`src/rtl/sprite_pkg.sv`:
```
// Shared definitions for the sprite engine: FSM encodings, direction bit
// indices and the default screen geometry.
package sprite_pkg;

  localparam logic [2:0] ST_INIT   = 3'd0;
  localparam logic [2:0] ST_IDLE   = 3'd1;
  localparam logic [2:0] ST_ERASE  = 3'd2;
  localparam logic [2:0] ST_UPDATE = 3'd3;
  localparam logic [2:0] ST_DRAW   = 3'd4;
  localparam logic [2:0] ST_DONE   = 3'd5;

  typedef enum logic [2:0] {
    INIT   = ST_INIT,
    IDLE   = ST_IDLE,
    ERASE  = ST_ERASE,
    UPDATE = ST_UPDATE,
    DRAW   = ST_DRAW,
    DONE   = ST_DONE
  } state_t;

  localparam int unsigned UP    = 3;
  localparam int unsigned DOWN  = 2;
  localparam int unsigned LEFT  = 1;
  localparam int unsigned RIGHT = 0;

  localparam int unsigned SCREEN_W_DEF = 160;
  localparam int unsigned SCREEN_H_DEF = 120;
  localparam int unsigned SPR_W_DEF    = 4;
  localparam int unsigned SPR_H_DEF    = 4;
  localparam int unsigned X_MAX        = SCREEN_W_DEF - SPR_W_DEF;
  localparam int unsigned Y_MAX        = SCREEN_H_DEF - SPR_H_DEF;

endpackage

```
`src/rtl/pixel_scanner.sv`:
```
// Row-major sprite offset counter: col runs inner, row outer, and wraps to
// (0,0) after the last offset so the next pass starts clean.
module pixel_scanner #(
  parameter int unsigned COLS = 4,
  parameter int unsigned ROWS = 4,
  parameter int unsigned CW   = 8,
  parameter int unsigned RW   = 7
) (
  input  logic          clk,
  input  logic          reset,
  input  logic          start,
  input  logic          en,
  output logic [CW-1:0] col,
  output logic [RW-1:0] row,
  output logic          last
);

  logic col_end;
  logic row_end;

  assign col_end = (col == CW'(COLS - 1));
  assign row_end = (row == RW'(ROWS - 1));
  assign last    = col_end && row_end;

  always_ff @(posedge clk or posedge reset) begin
    if (reset) begin
      col <= '0;
      row <= '0;
    end else if (start) begin
      col <= '0;
      row <= '0;
    end else if (en) begin
      if (col_end) begin
        col <= '0;
        row <= row_end ? '0 : row + 1'b1;
      end else begin
        col <= col + 1'b1;
      end
    end
  end

endmodule

```
`src/rtl/sprite_mover.sv`:
```
// Frame-tick sprite engine: erases the sprite, applies a clamped move and
// redraws it, emitting one registered pixel write per cycle.
module sprite_mover
  import sprite_pkg::*;
#(
  parameter int unsigned         SCREEN_W  = 160,
  parameter int unsigned         SCREEN_H  = 120,
  parameter int unsigned         X_W       = 8,
  parameter int unsigned         Y_W       = 7,
  parameter int unsigned         SPR_W     = 4,
  parameter int unsigned         SPR_H     = 4,
  parameter int unsigned         STEP      = 1,
  parameter int unsigned         COLOUR_W  = 3,
  parameter logic [COLOUR_W-1:0] FG_COLOUR = 3'b111,
  parameter logic [COLOUR_W-1:0] BG_COLOUR = 3'b000,
  parameter int unsigned         X0        = 0,
  parameter int unsigned         Y0        = 0
) (
  input  logic                clk,
  input  logic                reset,
  input  logic                tick,
  input  logic [3:0]          move,
  output logic [X_W-1:0]      x,
  output logic [Y_W-1:0]      y,
  output logic [COLOUR_W-1:0] colour,
  output logic                plot,
  output logic [X_W-1:0]      pos_x,
  output logic [Y_W-1:0]      pos_y,
  output logic                busy,
  output logic                done
);

  localparam logic signed [X_W:0] XMAX_S = (X_W+1)'(SCREEN_W - SPR_W);
  localparam logic signed [Y_W:0] YMAX_S = (Y_W+1)'(SCREEN_H - SPR_H);
  localparam logic signed [X_W:0] STEP_X = (X_W+1)'(STEP);
  localparam logic signed [Y_W:0] STEP_Y = (Y_W+1)'(STEP);

  state_t            state;
  logic              fin;
  logic [3:0]        mv;
  logic [X_W-1:0]    col;
  logic [Y_W-1:0]    row;
  logic              last;
  logic              scanning;
  logic              accept_move;
  logic              en;
  logic              start;
  logic signed [X_W:0] nx;
  logic signed [Y_W:0] ny;

  assign scanning    = (state == INIT) || (state == ERASE) || (state == DRAW);
  assign accept_move = (state == IDLE) && tick && (move != '0);
  // The scanner leads the outputs: each advance corresponds to the pixel
  // registered on the same edge; fin marks that the last one is on the bus.
  assign en          = (scanning && !fin) || (state == UPDATE) || accept_move;
  assign start       = scanning && fin;

  pixel_scanner #(
    .COLS (SPR_W),
    .ROWS (SPR_H),
    .CW   (X_W),
    .RW   (Y_W)
  ) u_scan (
    .clk   (clk),
    .reset (reset),
    .start (start),
    .en    (en),
    .col   (col),
    .row   (row),
    .last  (last)
  );

  always_comb begin
    nx = signed'({1'b0, pos_x});
    ny = signed'({1'b0, pos_y});
    if (mv[RIGHT] && !mv[LEFT])      nx = nx + STEP_X;
    else if (mv[LEFT] && !mv[RIGHT]) nx = nx - STEP_X;
    if (mv[DOWN] && !mv[UP])         ny = ny + STEP_Y;
    else if (mv[UP] && !mv[DOWN])    ny = ny - STEP_Y;
    if (nx[X_W])                     nx = '0;
    else if (nx > XMAX_S)            nx = XMAX_S;
    if (ny[Y_W])                     ny = '0;
    else if (ny > YMAX_S)            ny = YMAX_S;
  end

  always_ff @(posedge clk or posedge reset) begin
    if (reset) begin
      state  <= INIT;
      pos_x  <= X_W'(X0);
      pos_y  <= Y_W'(Y0);
      x      <= '0;
      y      <= '0;
      colour <= BG_COLOUR;
      plot   <= 1'b0;
      done   <= 1'b0;
      busy   <= 1'b1;
      fin    <= 1'b0;
      mv     <= '0;
    end else begin
      case (state)
        INIT, ERASE, DRAW: begin
          if (fin) begin
            fin   <= 1'b0;
            plot  <= 1'b0;
            state <= (state == ERASE) ? UPDATE : DONE;
            done  <= (state != ERASE);
          end else begin
            plot   <= 1'b1;
            x      <= pos_x + col;
            y      <= pos_y + row;
            colour <= (state == ERASE) ? BG_COLOUR : FG_COLOUR;
            fin    <= last;
          end
        end
        UPDATE: begin
          pos_x  <= nx[X_W-1:0];
          pos_y  <= ny[Y_W-1:0];
          plot   <= 1'b1;
          x      <= nx[X_W-1:0] + col;
          y      <= ny[Y_W-1:0] + row;
          colour <= FG_COLOUR;
          fin    <= last;
          state  <= DRAW;
        end
        DONE: begin
          done  <= 1'b0;
          busy  <= 1'b0;
          state <= IDLE;
        end
        default: begin
          if (accept_move) begin
            mv     <= move;
            busy   <= 1'b1;
            plot   <= 1'b1;
            x      <= pos_x + col;
            y      <= pos_y + row;
            colour <= BG_COLOUR;
            fin    <= last;
            state  <= ERASE;
          end else if (tick) begin
            busy  <= 1'b1;
            done  <= 1'b1;
            state <= DONE;
          end
        end
      endcase
    end
  end

endmodule

```
`config.mk`:
```
export PLATFORM = sky130hd
export DESIGN_NAME = sprite_mover
export DESIGN_NICKNAME = d
export VERILOG_FILES = /design/src/rtl/sprite_pkg.sv /design/src/rtl/pixel_scanner.sv /design/src/rtl/sprite_mover.sv
export SDC_FILE = /design/constraint.sdc
export NUM_CORES = 1
export LEC_CHECK = 0
export ABC_AREA = 1
export BUFFER_PORTS_ARGS = -buffer_cell sky130_fd_sc_hd__buf_2
export CORE_UTILIZATION = 50
export DETAILED_ROUTE_END_ITERATION = 7
export PLACE_DENSITY = 0.7
export RECOVER_POWER = 100
export SLEW_MARGIN = 0
export SYNTH_ARGS = -nofsm -noshare
export SYNTH_HDL_FRONTEND = slang
export SYNTH_HIERARCHICAL = 1
export SYNTH_SLANG_ARGS = --single-unit
```
`constraint.sdc`:
```
create_clock -name clk -period 3.2 [get_ports clk]
set_input_delay 0.16 -clock clk [delete_from_list [all_inputs] [get_ports clk]]
set_output_delay 0.16 -clock clk [all_outputs]
set_load 0.02 [all_outputs]
```
==> impl.org, run 1 <==
** Run status
- Run status :: finished, final reports clean

** Worst setup path
- Type of the worst setup path :: register to register
- Worst endpoint required time :: 3.43 ns
- Buf/Inv on CP :: 1
- Most numerous cell on the critical path :: sky130_fd_sc_hd__nand2_1
- The largest single stage delay on the critical path is 0.44 ns.
- Cell family with the largest share of critical-path delay :: simple AND/OR/NAND/NOR gates
- Critical Path Fanout Max :: 5
- Startpoint kind of the worst setup timing path :: register
- In this run the register-to-register setup slack is 0.21 ns.
- The slowest stage of the critical path is the sky130_fd_sc_hd__dfrtp_2 cell.
- The critical path goes through buf_4, ha_1, nand2_1, nand2_1, o21ai_0, nand2_1, nand2_1, nand3_2, nand3b_1, nand2_2, ha_4, fa_2, nand4_1, nand3_1, or2_4, nand2_1, nand3_1, nand3_1, nand2_1.
- Data arrives at the worst endpoint at 3.23 ns.
- Worst setup EP type :: register

** GRT
- Wire length of the first global-routing pass :: 15600 um
- Global route total overflow :: 0
- Antenna violations before repair :: 0
- Entering global routing, the biggest net connects 27 pins.
- Via count of the first global-routing pass :: 3396
- All-Layer GR Usage :: 0.235

** Power
- The share of total power dissipated in combinational logic is 0.017.
- P_int :: 0.00104 W
- Sequential cell fraction of total power :: 0.537
- Summed over all cells, the static leakage comes to 2.51 nW.
- Clock network power share :: 0.446
- Power spread over the standard cell area amounts to 285 mW/mm^2.
- Largest vdd supply drop :: 175 uV
- Switch share :: 0.221
- Switching pwr :: 0.000296 W

** Synthesis
- YS warnings :: 6
- The number of different library cells used by synthesis comes to 36.
- For this run, the register share of the synthesized area comes to 0.354.
- Ys async rst share :: 1.00
- Ranked by instance count, the synthesized netlist is headed by sky130_fd_sc_hd__nand2_1, sky130_fd_sc_hd__inv_1, sky130_fd_sc_hd__dfrtp_1, sky130_fd_sc_hd__nand3_1, sky130_fd_sc_hd__nor2_1.
- Cells taking the most area after synthesis :: sky130_fd_sc_hd__dfrtp_1, sky130_fd_sc_hd__nand2_1, sky130_fd_sc_hd__nand3_1
- Share of Yosys cell area claimed by the top area cell type :: 0.347
- The synthesized design contains 57 register bits.
- In this run, synthesis inferred 0 flip-flops with an integrated enable.
- Among all flip-flop cells after synthesis, the most frequent one is sky130_fd_sc_hd__dfrtp_1.
- The most common cell in the synthesized netlist is sky130_fd_sc_hd__nand2_1.
- The synthesized design spends more area on one cell type than any other, namely sky130_fd_sc_hd__dfrtp_1.
- Averaged over all synthesized cells, the footprint is 6.86 um^2.
- Number of instances in the synthesized netlist :: 588
- When the netlist entered floorplanning its net count stood at 617.
- Post-synthesis instance area :: 0.00403 mm^2

** Detailed routing
- The detailed router finished its first iteration with 178 violations.
- After detailed routing, the average wire length per cell comes to 12.5 um.
- In the routed layout, each cell is associated on average with a via count of 5.15.
- Length of the first detailed-routing pass in iterations :: 4
- In this run the remaining antenna-violating nets after routing total 0.
- Count of vias placed by the detailed router :: 3903
- The routed design has 9460 um of wire.
- Residual DRC :: 0

** Placed design
- Cell count after placement :: 730
- Worst slack, placed :: -0.00222 ns
- Count of port buffers added during placement :: 42
- Placer's final routability congestion estimate :: 0.875
- After legalization and detailed placement, the total HPWL measured 6940 um.

** Finish
- Diode insertion count for antenna repair :: 0
- Number of non-filler instances in the completed layout :: 758
- In the final layout, the multi-input gates occupy 0.00240 mm^2.
- From synthesis to final layout, the design area changed by 16.5%.
- The sequential cells in the finished layout cover a total of 0.00143 mm^2.
- Nets@finish :: 680
- Filler Cells Inserted :: 737
- In the final layout, the share of cells above drive strength 1 is 0.157.

** STA
- Setup violations remaining at the end of the flow were counted as 0.
- Number of max-slew violations in the final report :: 0
- Period utilization :: 0.936
- The hold violation total from the final report is 0.
- Setup slack closes at 0.206 ns.
- Max Clock Skew :: 0.00513 ns
- Worst hold slack :: 0.106 ns
- At the pin with the least slew margin, the transition time is 1.02 ns.
- Crit path time final :: 2.99 ns
- Peak clock frequency supported by timing :: 334 MHz
- Measured against its own limit, the worst slew margin works out to 0.321.

** Floorplan
- For this configuration, the core starts out at a cell density of 0.519.
- Die width :: 91.8 um
- Full die area :: 0.00843 mm^2
- Top-level I/O count :: 43
- Chip Height :: 91.8 um
- Area of the core :: 0.00777 mm^2
- Cell Rows :: 32

** Clock tree
- Maximum clock insertion buffer count :: 2
- Clock tree sinks :: 57
- Worst skew pair latency :: 0.34 ns
- Clock tree from TritonCTS :: done
- The root buffer cell chosen for the clock tree is sky130_fd_sc_hd__clkbuf_8.
- After clock tree synthesis, the clock-pin slew on the worst setup and hold paths is 0.06 ns.
- Number of CTS-inserted buffers :: 9
- Max H-tree Level :: 3

** Worst hold path
- Path type of the worst min-delay path :: input pin to register

** Run
- Max-cap violations in this run came to 0.
routing by layer:
metal | up-vias | track usage | part of all wire
met1 | 1801 | 0.333 | 0.49
li1 | 1994 | - | -
met2 | 89 | 0.357 | 0.44
met3 | 19 | 0.0473 | 0.045
met4 | 0 | 0.0846 | 0.018
met5 | - | 0 | 0
cell usage in the layout, fill, tap and decap left out, types with 6 or more instances in the layout:
| cell | synthesis | final |
|---|---|---|
| sky130_fd_sc_hd__a21oi_1 | 12 | 10 |
| sky130_fd_sc_hd__buf_2 | 2 | 9 |
| sky130_fd_sc_hd__buf_4 | 3 | 15 |
| sky130_fd_sc_hd__clkbuf_1 | 2 | 37 |
| sky130_fd_sc_hd__clkbuf_8 | 0 | 11 |
| sky130_fd_sc_hd__dfrtp_1 | 56 | 53 |
| sky130_fd_sc_hd__ha_1 | 20 | 14 |
| sky130_fd_sc_hd__inv_1 | 58 | 54 |
| sky130_fd_sc_hd__inv_2 | 10 | 14 |
| sky130_fd_sc_hd__nand2_1 | 226 | 222 |
| sky130_fd_sc_hd__nand2_2 | 8 | 12 |
| sky130_fd_sc_hd__nand3_1 | 54 | 53 |
| sky130_fd_sc_hd__nand3b_1 | 6 | 6 |
| sky130_fd_sc_hd__nand4_1 | 12 | 12 |
| sky130_fd_sc_hd__nor2_1 | 45 | 42 |
| sky130_fd_sc_hd__nor2_2 | 5 | 8 |
| sky130_fd_sc_hd__nor2_4 | 6 | 6 |
| sky130_fd_sc_hd__o21ai_0 | 26 | 25 |
| sky130_fd_sc_hd__xor2_1 | 9 | 9 |
worst reg2reg max path, delay by kind of cell (launching register included):
family | cells | cell delay (ns)
AND/OR/NAND/NOR | 14 | 1.31
AO/OA/AOI/OAI | 1 | 0.25
adder cells (fa/ha/maj) | 3 | 0.74
flip-flops | 1 | 0.44
buffers and inverters | 1 | 0.15
registers in the layout, summed over array words and instances, names as in the netlist:
register,flops
busy,1
pos_y,7
u_scan/col,8
y,7
fin,1
u_scan/row,7
mv,4
plot,1
done,1
x,8
state,3
pos_x,8
colour,1
power groups by stage:
stage / clock network (W) / logic (W) / registers (W)
2_1_floorplan: 0 / 0.0000129 / 0.000734
3_3_place_gp: 0 / 0.0000226 / 0.000734
3_5_place_dp: 0 / 0.0000229 / 0.000734
4_1_cts: 0.000616 / 0.0000239 / 0.000721
5_1_grt: 0.000652 / 0.0000265 / 0.000720
6_report: 0.000598 / 0.0000224 / 0.000721
metrics by stage:
stage                     total power, W  cell area [um^2]  TNS [ns]   util
after detailed placement        0.000757              4370  -0.00222  0.562
after CTS                        0.00136              4560         0  0.587
final                            0.00134              4700         0  0.605
after floorplan                 0.000747              4030         0      -
after global placement          0.000757              4370         0  0.562
after global routing             0.00140              4700   -0.0261  0.605
cells by family (layout without fill, tap and decap cells):
family	count (synthesis)	count (layout)	synth area share
buffers and inverters	79	147	0.0794
DFF	57	57	0.354
AOI/OAI and AO/OA	50	50	0.0698
and+or+nand+nor	369	369	0.401
xor gates and xnor gates	11	11	0.0239
adders and majority gates	22	22	0.0720
final cells by class:
| cell class | count | area share |
|---|---|---|
| Clock buffer | 13 | 0.0338 |
| Timing Repair Buffer | 60 | 0.0636 |
| Multi-Input combinational cell | 452 | 0.511 |
| Tap cell | 102 | 0.0271 |
| Sequential cell | 57 | 0.304 |
| Inverter | 71 | 0.0572 |
| Clock inverter | 3 | 0.00319 |
what timing repair did:
item | 4_1_cts | 5_1_grt
buffers inserted | 0 | 11
hold buffers | 1 | 0
pin swaps | 0 | 12
gates resized for setup | 2 | 32
hold endpoints to repair | 15 | 0
setup endpoints to repair | 2 | 6
path summary, 6_finish.rpt:
check | to | startpoint | cells after the start
max in group asynchronous | pos_x[1]$_DFFE_PP0P_ | reset | 4
min in group asynchronous | u_scan/col[5]$_DFFE_PP0P_ | reset | 3
min | mv[0]$_DFFE_PP0P_ | move[0] | 3
max | y[6]$_DFFE_PP0P_ | pos_y[1]$_DFFE_PP0P_ | 19
min reg2reg | y[2]$_DFFE_PP0P_ | y[2]$_DFFE_PP0P_ | 2
max reg2reg | y[6]$_DFFE_PP0P_ | pos_y[1]$_DFFE_PP0P_ | 19
Power figures use the tool's default switching activity.
==> run 2, diff against run 1 <==
- PLACE_DENSITY: 0.7 -> default
- PLACE_DENSITY_LB_ADDON: default -> 0.2
==> run 2 against run 1 <==
Setup slack improved by 0.052 ns. Power up 0.39%. Register-to-register slack better by 0.05 ns. Non-clock buffer count is 1 higher. Combinational power barely moved. Die area unchanged.
==> impl.org, run 2 (same netlist as run 1, synthesis figures left out) <==
** GRT
- Global route total overflow :: 0 (unchanged)
- The overall global routing resource usage is 0.236 (+0.00126).
- The global routing usage on met1 came to 0.335 (+0.00248).
- Met3 usage in global routing :: 0.0390 (-0.00829)
- The pin count of the biggest net entering global routing was 27 (unchanged).
- Via count of the first global-routing pass :: 3518 (+3.6%)
- The first-pass GRT wire length is 15800 um (+1.4%).
- Met2 GRT Util :: 0.365 (+0.00752)
- met2 is the most crowded layer.
- Antenna violations before repair :: 0 (unchanged)

** Worst hold path
- The worst hold path begins at move[2].
- The worst hold path belongs to the class input pin to register.

** Detailed routing
- The number of search-and-repair iterations in the first detailed-routing pass was 5 (+1).
- The average wire per cell in the routed design is 12.6 um (+1.2%).
- Drt first-iter violations :: 211 (+19%)
- Number of vias per cell :: 5.13 (-0.34%)
- The routed wire length came to 9590 um (+1.4%).
- The DRC violation count after routing was 0 (unchanged).
- Count of nets left with antenna violations after detail routing :: 0 (unchanged)
- Count of vias placed by the detailed router :: 3895 (-0.20%)

** Floorplan
- The number of rows created at floorplan was 32 (unchanged).
- The overall die area came to 0.00843 mm^2 (unchanged).
- The total core area was 0.00777 mm^2 (unchanged).
- Die width :: 91.8 um (unchanged)
- The vertical die dimension was 91.8 um (unchanged).
- Top-level I/O count :: 43 (unchanged)
- The starting density of the core came to 0.519 (unchanged).

** Placed design
- The area of placed instances is 0.00437 mm^2 (unchanged).
- The routability congestion estimate is 0.883 (+0.88%).
- Final HPWL from detailed placement :: 7010 um (+0.88%)
- The post-place setup slack came to -0.00450 ns (-0.00228 ns).
- The number of port buffers is 42 (unchanged).

** Worst setup path
- Worst flop-to-flop path startpoint :: pos_x[1]$_DFFE_PP0P_
- The required time at the endpoint of the critical path was 3.42 ns (about the same).
- By startpoint and endpoint, the worst setup path is classified as register to register.
- Critical Path Fanout Max :: 7 (+2)
- Highest cell delay on the worst timing path :: 0.43 ns (about the same)
- STA classifies the critical path endpoint as a register.
- The critical path goes through buf_4, ha_4, nand3_1, nand2_1, nand2_1, nand2_1, a21oi_2, nand3_2, nand2_2, nand2_4, nand3b_1, nand2_1, ha_2, fa_2, nand3_1, nand3_2, nand2_2, nand2_2, a21oi_2, xor2_1, o21ai_1.
- Tracing the worst setup path back leads to its startpoint at pos_x[1]$_DFFE_PP0P_.
- On the critical path, the stage with the largest delay is an instance of sky130_fd_sc_hd__dfrtp_2.
- Data arrival, critical path :: 3.16 ns (-0.07 ns)
- The most numerous cell type found on the critical path is sky130_fd_sc_hd__nand2_1.
- Startpoint kind of the worst setup timing path :: register

** STA
- Max Clock Skew :: 0.00785 ns (+0.00272 ns)
- Worst relative slew slack :: 0.324 (+0.00322)
- Worst Max-Slew Pin Slew :: 1.01 ns (-0.00482 ns)
- The time the worst path needs with I/O delays and setup came to 2.94 ns (-0.0521 ns).
- The final critical-path setup slack was 0.258 ns (+0.0521 ns).
- Number of max-slew violations in the final report :: 0 (unchanged)
- The hold violation total from the final report is 0 (unchanged).
- The maximum clock frequency came to 340 MHz (+1.8%).
- Final setup fails :: 0 (unchanged)
- The final critical-path share of the clock period came to 0.920 (-0.0163).

** Clock tree
- The clock transition at the register clock pins on the worst setup and hold paths after CTS was 0.06 ns (about the same).
- The tree is rooted in a sky130_fd_sc_hd__clkbuf_8.
- Worst skew pair latency :: 0.34 ns (about the same)
- Clock tree from TritonCTS :: done
- Max H-tree Level :: 3 (unchanged)
- Number of CTS-inserted buffers :: 9 (unchanged)
- Maximum clock insertion buffer count :: 2 (unchanged)
- The count of clock tree sinks is 57 (unchanged).

** Power
- The reported leakage power came to 2.52 nW (+0.65%).
- Sequential cell fraction of total power :: 0.535 (-0.002)
- The fraction of power consumed by combinational cells is 0.017 (about the same).
- Switching pwr :: 0.000295 W (-0.28%)
- PD cells :: 287 mW/mm^2 (+0.60%)
- P_int :: 0.00105 W (+0.58%)
- The maximum vdd drop is 227 uV (+30%).
- Clock network power share :: 0.448 (+0.002)
- The switching part of the total power came to 0.219 (-0.00146).

** Finish
- The share of layout cells above drive strength 1 came to 0.163 (+0.00585).
- Filler Cells Inserted :: 763 (+3.5%)
- Top Registers :: pos_x: 8 flops, u_scan/col: 8 flops, x: 8 flops
- The total non-filler cell area in the finished layout is 0.00469 mm^2 (-0.21%).
- The library cells used most frequently in the layout, excluding fill and tap cells, are sky130_fd_sc_hd__nand2_1, sky130_fd_sc_hd__inv_1, sky130_fd_sc_hd__nand3_1, sky130_fd_sc_hd__dfrtp_1, sky130_fd_sc_hd__nor2_1.
- Diode insertion count for antenna repair :: 0 (unchanged)
- Leaving out fill and tap cells, the most frequent cell in the layout is sky130_fd_sc_hd__nand2_1.
- From synthesis to final layout, the design area changed by 16.3%.
- Nets@finish :: 681 (+0.15%)

** Run status
- Run status :: finished, final reports clean

** Run
- The max-capacitance violation count is 0 (unchanged).
[run 2: changes by cell type in the layout (fill, tap and decap cells not counted), moves of 2 or more]
| cell | change |
|---|---|
| sky130_fd_sc_hd__clkbuf_1 | +2 |
| sky130_fd_sc_hd__clkinv_2 | -3 |
| sky130_fd_sc_hd__ha_2 | +4 |
| sky130_fd_sc_hd__ha_4 | -4 |
| sky130_fd_sc_hd__nand2_1 | -3 |
| sky130_fd_sc_hd__nand2_2 | +2 |
| sky130_fd_sc_hd__o21ai_0 | -3 |
| sky130_fd_sc_hd__o21ai_1 | +3 |
[run 2: power groups by stage]
stage | Sequential [W] | Combinational (W) | Clock [W]
2_1_floorplan | 0.000734 | 0.0000129 | 0
3_3_place_gp | 0.000734 | 0.0000227 | 0
3_5_place_dp | 0.000734 | 0.0000234 | 0
4_1_cts | 0.000721 | 0.0000243 | 0.000616
5_1_grt | 0.000720 | 0.0000268 | 0.000650
6_report | 0.000721 | 0.0000224 | 0.000603
[run 2: metrics by stage]
step / power [W] / hold WS (ns) / util / cells / TNS (ns)
after CTS: 0.00136 / 0.0950 / 0.586 / 747 / 0
after floorplan: 0.000747 / 0.0615 / - / 588 / 0
after detailed placement: 0.000757 / 0.275 / 0.562 / 730 / -0.00450
final: 0.00135 / 0.111 / 0.604 / 759 / 0
after global placement: 0.000757 / 0.264 / 0.562 / 730 / 0
after global routing: 0.00140 / 0.121 / 0.604 / 759 / -0.0812
[run 2: final cells by class]
type | instances | area (um^2) | area share
well taps | 102 | 128 | 0.0272
inverters | 71 | 269 | 0.0573
clock buffers | 16 | 170 | 0.0363
flip-flops and latches | 57 | 1430 | 0.305
multi-input cells | 452 | 2380 | 0.507
repair buffers | 61 | 314 | 0.0670
[run 2: metal layers]
layer  up-vias  wire [um]
met2        82       4370
met1      1799       4670
met3        15        392
li1       1999          -
met4         0        156
met5         -          0
[run 2: timing repair]
item                                    in CTS  in global routing
gates resized for setup                      1                 39
pin swaps                                    0                 14
hold buffers                                 1                  0
endpoints found under the hold margin       15                  0
endpoints found under the setup margin       1                  5
buffers inserted                             0                 12
[run 2: worst max-delay path: cells and delay by family (launching register included)]
family | cells | cell delay (ns)
fa+ha+maj | 3 | 0.71
simple gates | 13 | 1.03
xor+xnor | 1 | 0.15
compound gates | 3 | 0.34
flops | 1 | 0.43
buf+inv | 1 | 0.16
[run 2: worst paths after layout]
| check | to | slack (ns) | cells after the start |
|---|---|---|---|
| min in group asynchronous | u_scan/col[5]$_DFFE_PP0P_ | 0.44 | 3 |
| worst min register to register | x[0]$_DFFE_PP0P_ | 0.47 | 2 |
| worst min-delay path | mv[2]$_DFFE_PP0P_ | 0.11 | 3 |
| worst max-delay path | x[6]$_DFFE_PP0P_ | 0.26 | 21 |
| max in group asynchronous | pos_x[2]$_DFFE_PP0P_ | 1.15 | 4 |
| worst max register to register | x[6]$_DFFE_PP0P_ | 0.26 | 21 |
==> run 3, diff against run 2 <==
- MAX_ROUTING_LAYER: default -> met4
==> run 3 against run 2 <==
Clock skew down 0.0027 ns. Wire length shrank 2.3%. Via count down 1.2%. Final cell count fell by 0.66%. Sequential cell count unchanged. Combinational power hardly changed. Maximum frequency fell by 1.6%. First-iteration DRC count down 14%. Sequential power about the same.
==> impl.org, run 3 (same netlist as run 1, synthesis figures left out) <==
** Run status
- The run finished with clean final reports.

** GRT
- The via count of the first global-routing pass is 3535 (+0.48%).
- The number of antenna violations at the first check in global routing was 0 (unchanged).
- Maximum number of pins on one net before global-route repair :: 27 (unchanged)
- All-Layer GR Usage :: 0.241 (+0.00483)
- The first-pass GRT wire length was 15700 um (-0.61%).
- Global route total overflow :: 0 (unchanged)

** Worst setup path
- The worst register-to-register path begins at pos_x[1]$_DFFE_PP0P_.
- Critical Path Fanout Max :: 7 (unchanged)
- The worst setup path is launched from a register.
- Setup slack of the worst register-to-register path :: 0.21 ns (-0.05 ns)
- The cell depth of the worst flop-to-flop path came to 21 (unchanged).
- Worst endpoint required time :: 3.43 ns (about the same)
- Type of the worst setup path :: register to register
- The worst setup path is captured at a register.
- Reg-to-Reg End :: x[6]$_DFFE_PP0P_
- Data arrival, critical path :: 3.22 ns (+0.06 ns)

** Detailed routing
- Average wire per standard cell :: 12.4 um (-1.6%)
- The routed via count divided by cell count is 5.10 (-0.55%).
- The violation count after the first detailed-route iteration came to 181 (-14%).
- Residual DRC :: 0 (unchanged)
- Count of vias placed by the detailed router :: 3848 (-1.2%)
- WL final :: 9370 um (-2.3%)
- The number of search-and-repair iterations in the first detailed-routing pass was 5 (unchanged).
- Count of nets left with antenna violations after detail routing :: 0 (unchanged)

** Floorplan
- Top-level I/O count :: 43 (unchanged)
- The number of rows created at floorplan was 32 (unchanged).
- Effective utilization at floorplan :: 0.519 (unchanged)
- The total core area is 0.00777 mm^2 (unchanged).
- The vertical die dimension was 91.8 um (unchanged).
- The die width came to 91.8 um (unchanged).
- Full die area :: 0.00843 mm^2 (unchanged)

** Clock tree
- The clock transition at the register clock pins on the worst setup and hold paths after CTS is 0.06 ns (about the same).
- The clock network latency to the later pin of the worst-skew pair is 0.35 ns (about the same).
- The count of clock tree sinks came to 57 (unchanged).
- CTS placed an instance of sky130_fd_sc_hd__clkbuf_8 at the clock tree root.
- The total clock buffers created by CTS is 9 (unchanged).
- Max H-tree Level :: 3 (unchanged)
- TritonCTS built the clock tree.
- Maximum clock insertion buffer count :: 2 (unchanged)

** STA
- The time the worst path needs with I/O delays and setup was 2.99 ns (+0.0490 ns).
- Max Clock Skew :: 0.00518 ns (-0.00268 ns)
- The hold violation total from the final report came to 0 (unchanged).
- The number of max-slew violations in the final report is 0 (unchanged).
- The maximum clock frequency was 334 MHz (-1.6%).
- Setup slack of the critical path after layout :: 0.209 ns (-0.0490 ns)
- Setup repair after global routing could not meet its margin everywhere.
- Worst relative slew slack :: 0.311 (-0.0139)
- The actual slew at the worst max-slew pin is 1.03 ns (+0.0209 ns).
- Final setup fails :: 0 (unchanged)
- Period utilization :: 0.935 (+0.0153)

** Placed design
- Placed cell areas :: 0.00437 mm^2 (unchanged)
- Final HPWL from detailed placement :: 6930 um (-1.0%)
- Count of port buffers added during placement :: 42 (unchanged)
- Placer's final routability congestion estimate :: 0.896 (+1.5%)
- The post-place setup slack came to 0.00854 ns (+0.0130 ns).

** Power
- The sequential cell fraction of total power is 0.554 (+0.019).
- P_int :: 0.00100 W (-4.7%)
- The reported leakage power came to 2.54 nW (+0.49%).
- The total power consumption of the routed design was 0.00130 W (-3.3%).
- The clock network fraction of total power is 0.429 (-0.019).
- The maximum vdd drop was 185 uV (-19%).
- Share of power burned in combinational logic :: 0.017 (about the same)
- Switch share :: 0.231 (+0.0116)
- Switching pwr :: 0.000301 W (+1.8%)
- PD cells :: 278 mW/mm^2 (-3.2%)

** Worst hold path
- The worst hold path belongs to the class input pin to register.
- Cells on Worst Hold Path :: 3 (unchanged)
- The path with the worst hold slack has its endpoint at mv[2]$_DFFE_PP0P_.
- The startpoint identified for the worst hold timing path is move[2].

** Finish
- In the layout the commonest cells are sky130_fd_sc_hd__nand2_1, sky130_fd_sc_hd__inv_1, sky130_fd_sc_hd__dfrtp_1.
- Area added between synthesis and finish :: 16.2%
- Final standard cell area without fillers :: 0.00469 mm^2 (-0.11%)
- The antenna cell count was 0 (unchanged).
- Nets@finish :: 676 (-0.73%)
- Most common cell after layout, fill and taps aside :: sky130_fd_sc_hd__nand2_1
- The share of layout cells above drive strength 1 was 0.184 (+0.0212).
- Top Registers :: pos_x: 8 flops, u_scan/col: 8 flops, x: 8 flops

** Run
- Max-cap violation count :: 0 (unchanged)
[run 3: cell count changes in the layout (fill, tap and decap cells not counted), moves of 3 or more]
cell	change
sky130_fd_sc_hd__buf_2	+10
sky130_fd_sc_hd__nand2_2	+3
sky130_fd_sc_hd__clkbuf_1	-13
sky130_fd_sc_hd__buf_4	-3
sky130_fd_sc_hd__clkinv_2	+4
[run 3: routing by layer]
layer  up-vias  part of all wire  global-route usage
li1       1990                 -                   -
met1      1752              0.47               0.316
met2        93              0.46               0.371
met3        13             0.048              0.0439
met4         0             0.016              0.0977
met5         -                 0                   -
[run 3: power by group through the flow]
stage | Combinational, W | Clock, W | Sequential (W)
after detailed placement | 0.0000229 | 0 | 0.000734
after floorplan | 0.0000129 | 0 | 0.000734
after global placement | 0.0000224 | 0 | 0.000734
after CTS | 0.0000239 | 0.000570 | 0.000721
final | 0.0000227 | 0.000559 | 0.000721
after global routing | 0.0000268 | 0.000601 | 0.000720
[run 3: cell type report]
cell class / count / area (um^2)
clock buffer: 12 / 135
clock inverter: 4 / 20.0
fill: 724 / 3080
inverter: 71 / 269
multi-input combinational: 452 / 2410
sequential: 57 / 1430
tap: 102 / 128
timing repair buffer: 56 / 289
[run 3: worst max path at each step]
stage                        to  slack [ns]            startpoint  depth (start not counted)
6_report       x[6]$_DFFE_PP0P_        0.21  pos_x[1]$_DFFE_PP0P_                         21
3_5_place_dp   x[6]$_DFFE_PP0P_       0.009  pos_x[1]$_DFFE_PP0P_                         21
4_1_cts        x[6]$_DFFE_PP0P_       0.002  pos_x[1]$_DFFE_PP0P_                         21
3_3_place_gp   y[6]$_DFFE_PP0P_        0.14  pos_y[0]$_DFFE_PP0P_                         19
2_1_floorplan  x[6]$_DFFE_PP0P_        0.19  pos_x[0]$_DFFE_PP0P_                         21
5_1_grt        x[6]$_DFFE_PP0P_       -0.04  pos_x[1]$_DFFE_PP0P_                         21
[run 3: per-stage QoR]
stage / util / std cells / hold slack (ns) / setup TNS [ns]
detailed placement: 0.562 / 730 / 0.264 / 0
finish: 0.603 / 754 / 0.0892 / 0
global route: 0.603 / 754 / 0.101 / -0.0591
floorplan: - / 588 / 0.0615 / 0
global placement: 0.562 / 730 / 0.260 / 0
CTS: 0.583 / 747 / 0.0921 / 0
[run 3: repair_timing]
item	CTS	global route
gates resized for setup	0	42
hold buffers	1	0
buffers inserted	0	7
endpoints found under the setup margin	0	6
hold endpoints to repair	15	0
[run 3: critical path, stage by stage, from the launching register on]
cell                       delay, ns
sky130_fd_sc_hd__dfrtp_2        0.44
sky130_fd_sc_hd__inv_1          0.07
sky130_fd_sc_hd__ha_2           0.18
sky130_fd_sc_hd__nor3b_4        0.26
sky130_fd_sc_hd__nand3_2        0.12
sky130_fd_sc_hd__nand2_1        0.07
sky130_fd_sc_hd__nand2_1        0.06
sky130_fd_sc_hd__nand2_2        0.06
sky130_fd_sc_hd__nor2_1         0.04
sky130_fd_sc_hd__nand2_1        0.07
sky130_fd_sc_hd__nand2_2        0.10
sky130_fd_sc_hd__nand3b_1       0.14
sky130_fd_sc_hd__nand2_2        0.09
sky130_fd_sc_hd__ha_4           0.17
sky130_fd_sc_hd__fa_2           0.38
sky130_fd_sc_hd__nand3_2        0.08
sky130_fd_sc_hd__nand3_2        0.07
sky130_fd_sc_hd__nand2_2        0.07
sky130_fd_sc_hd__nand2_1        0.06
sky130_fd_sc_hd__a21oi_2        0.14
sky130_fd_sc_hd__xor2_1         0.15
sky130_fd_sc_hd__o21ai_1        0.07
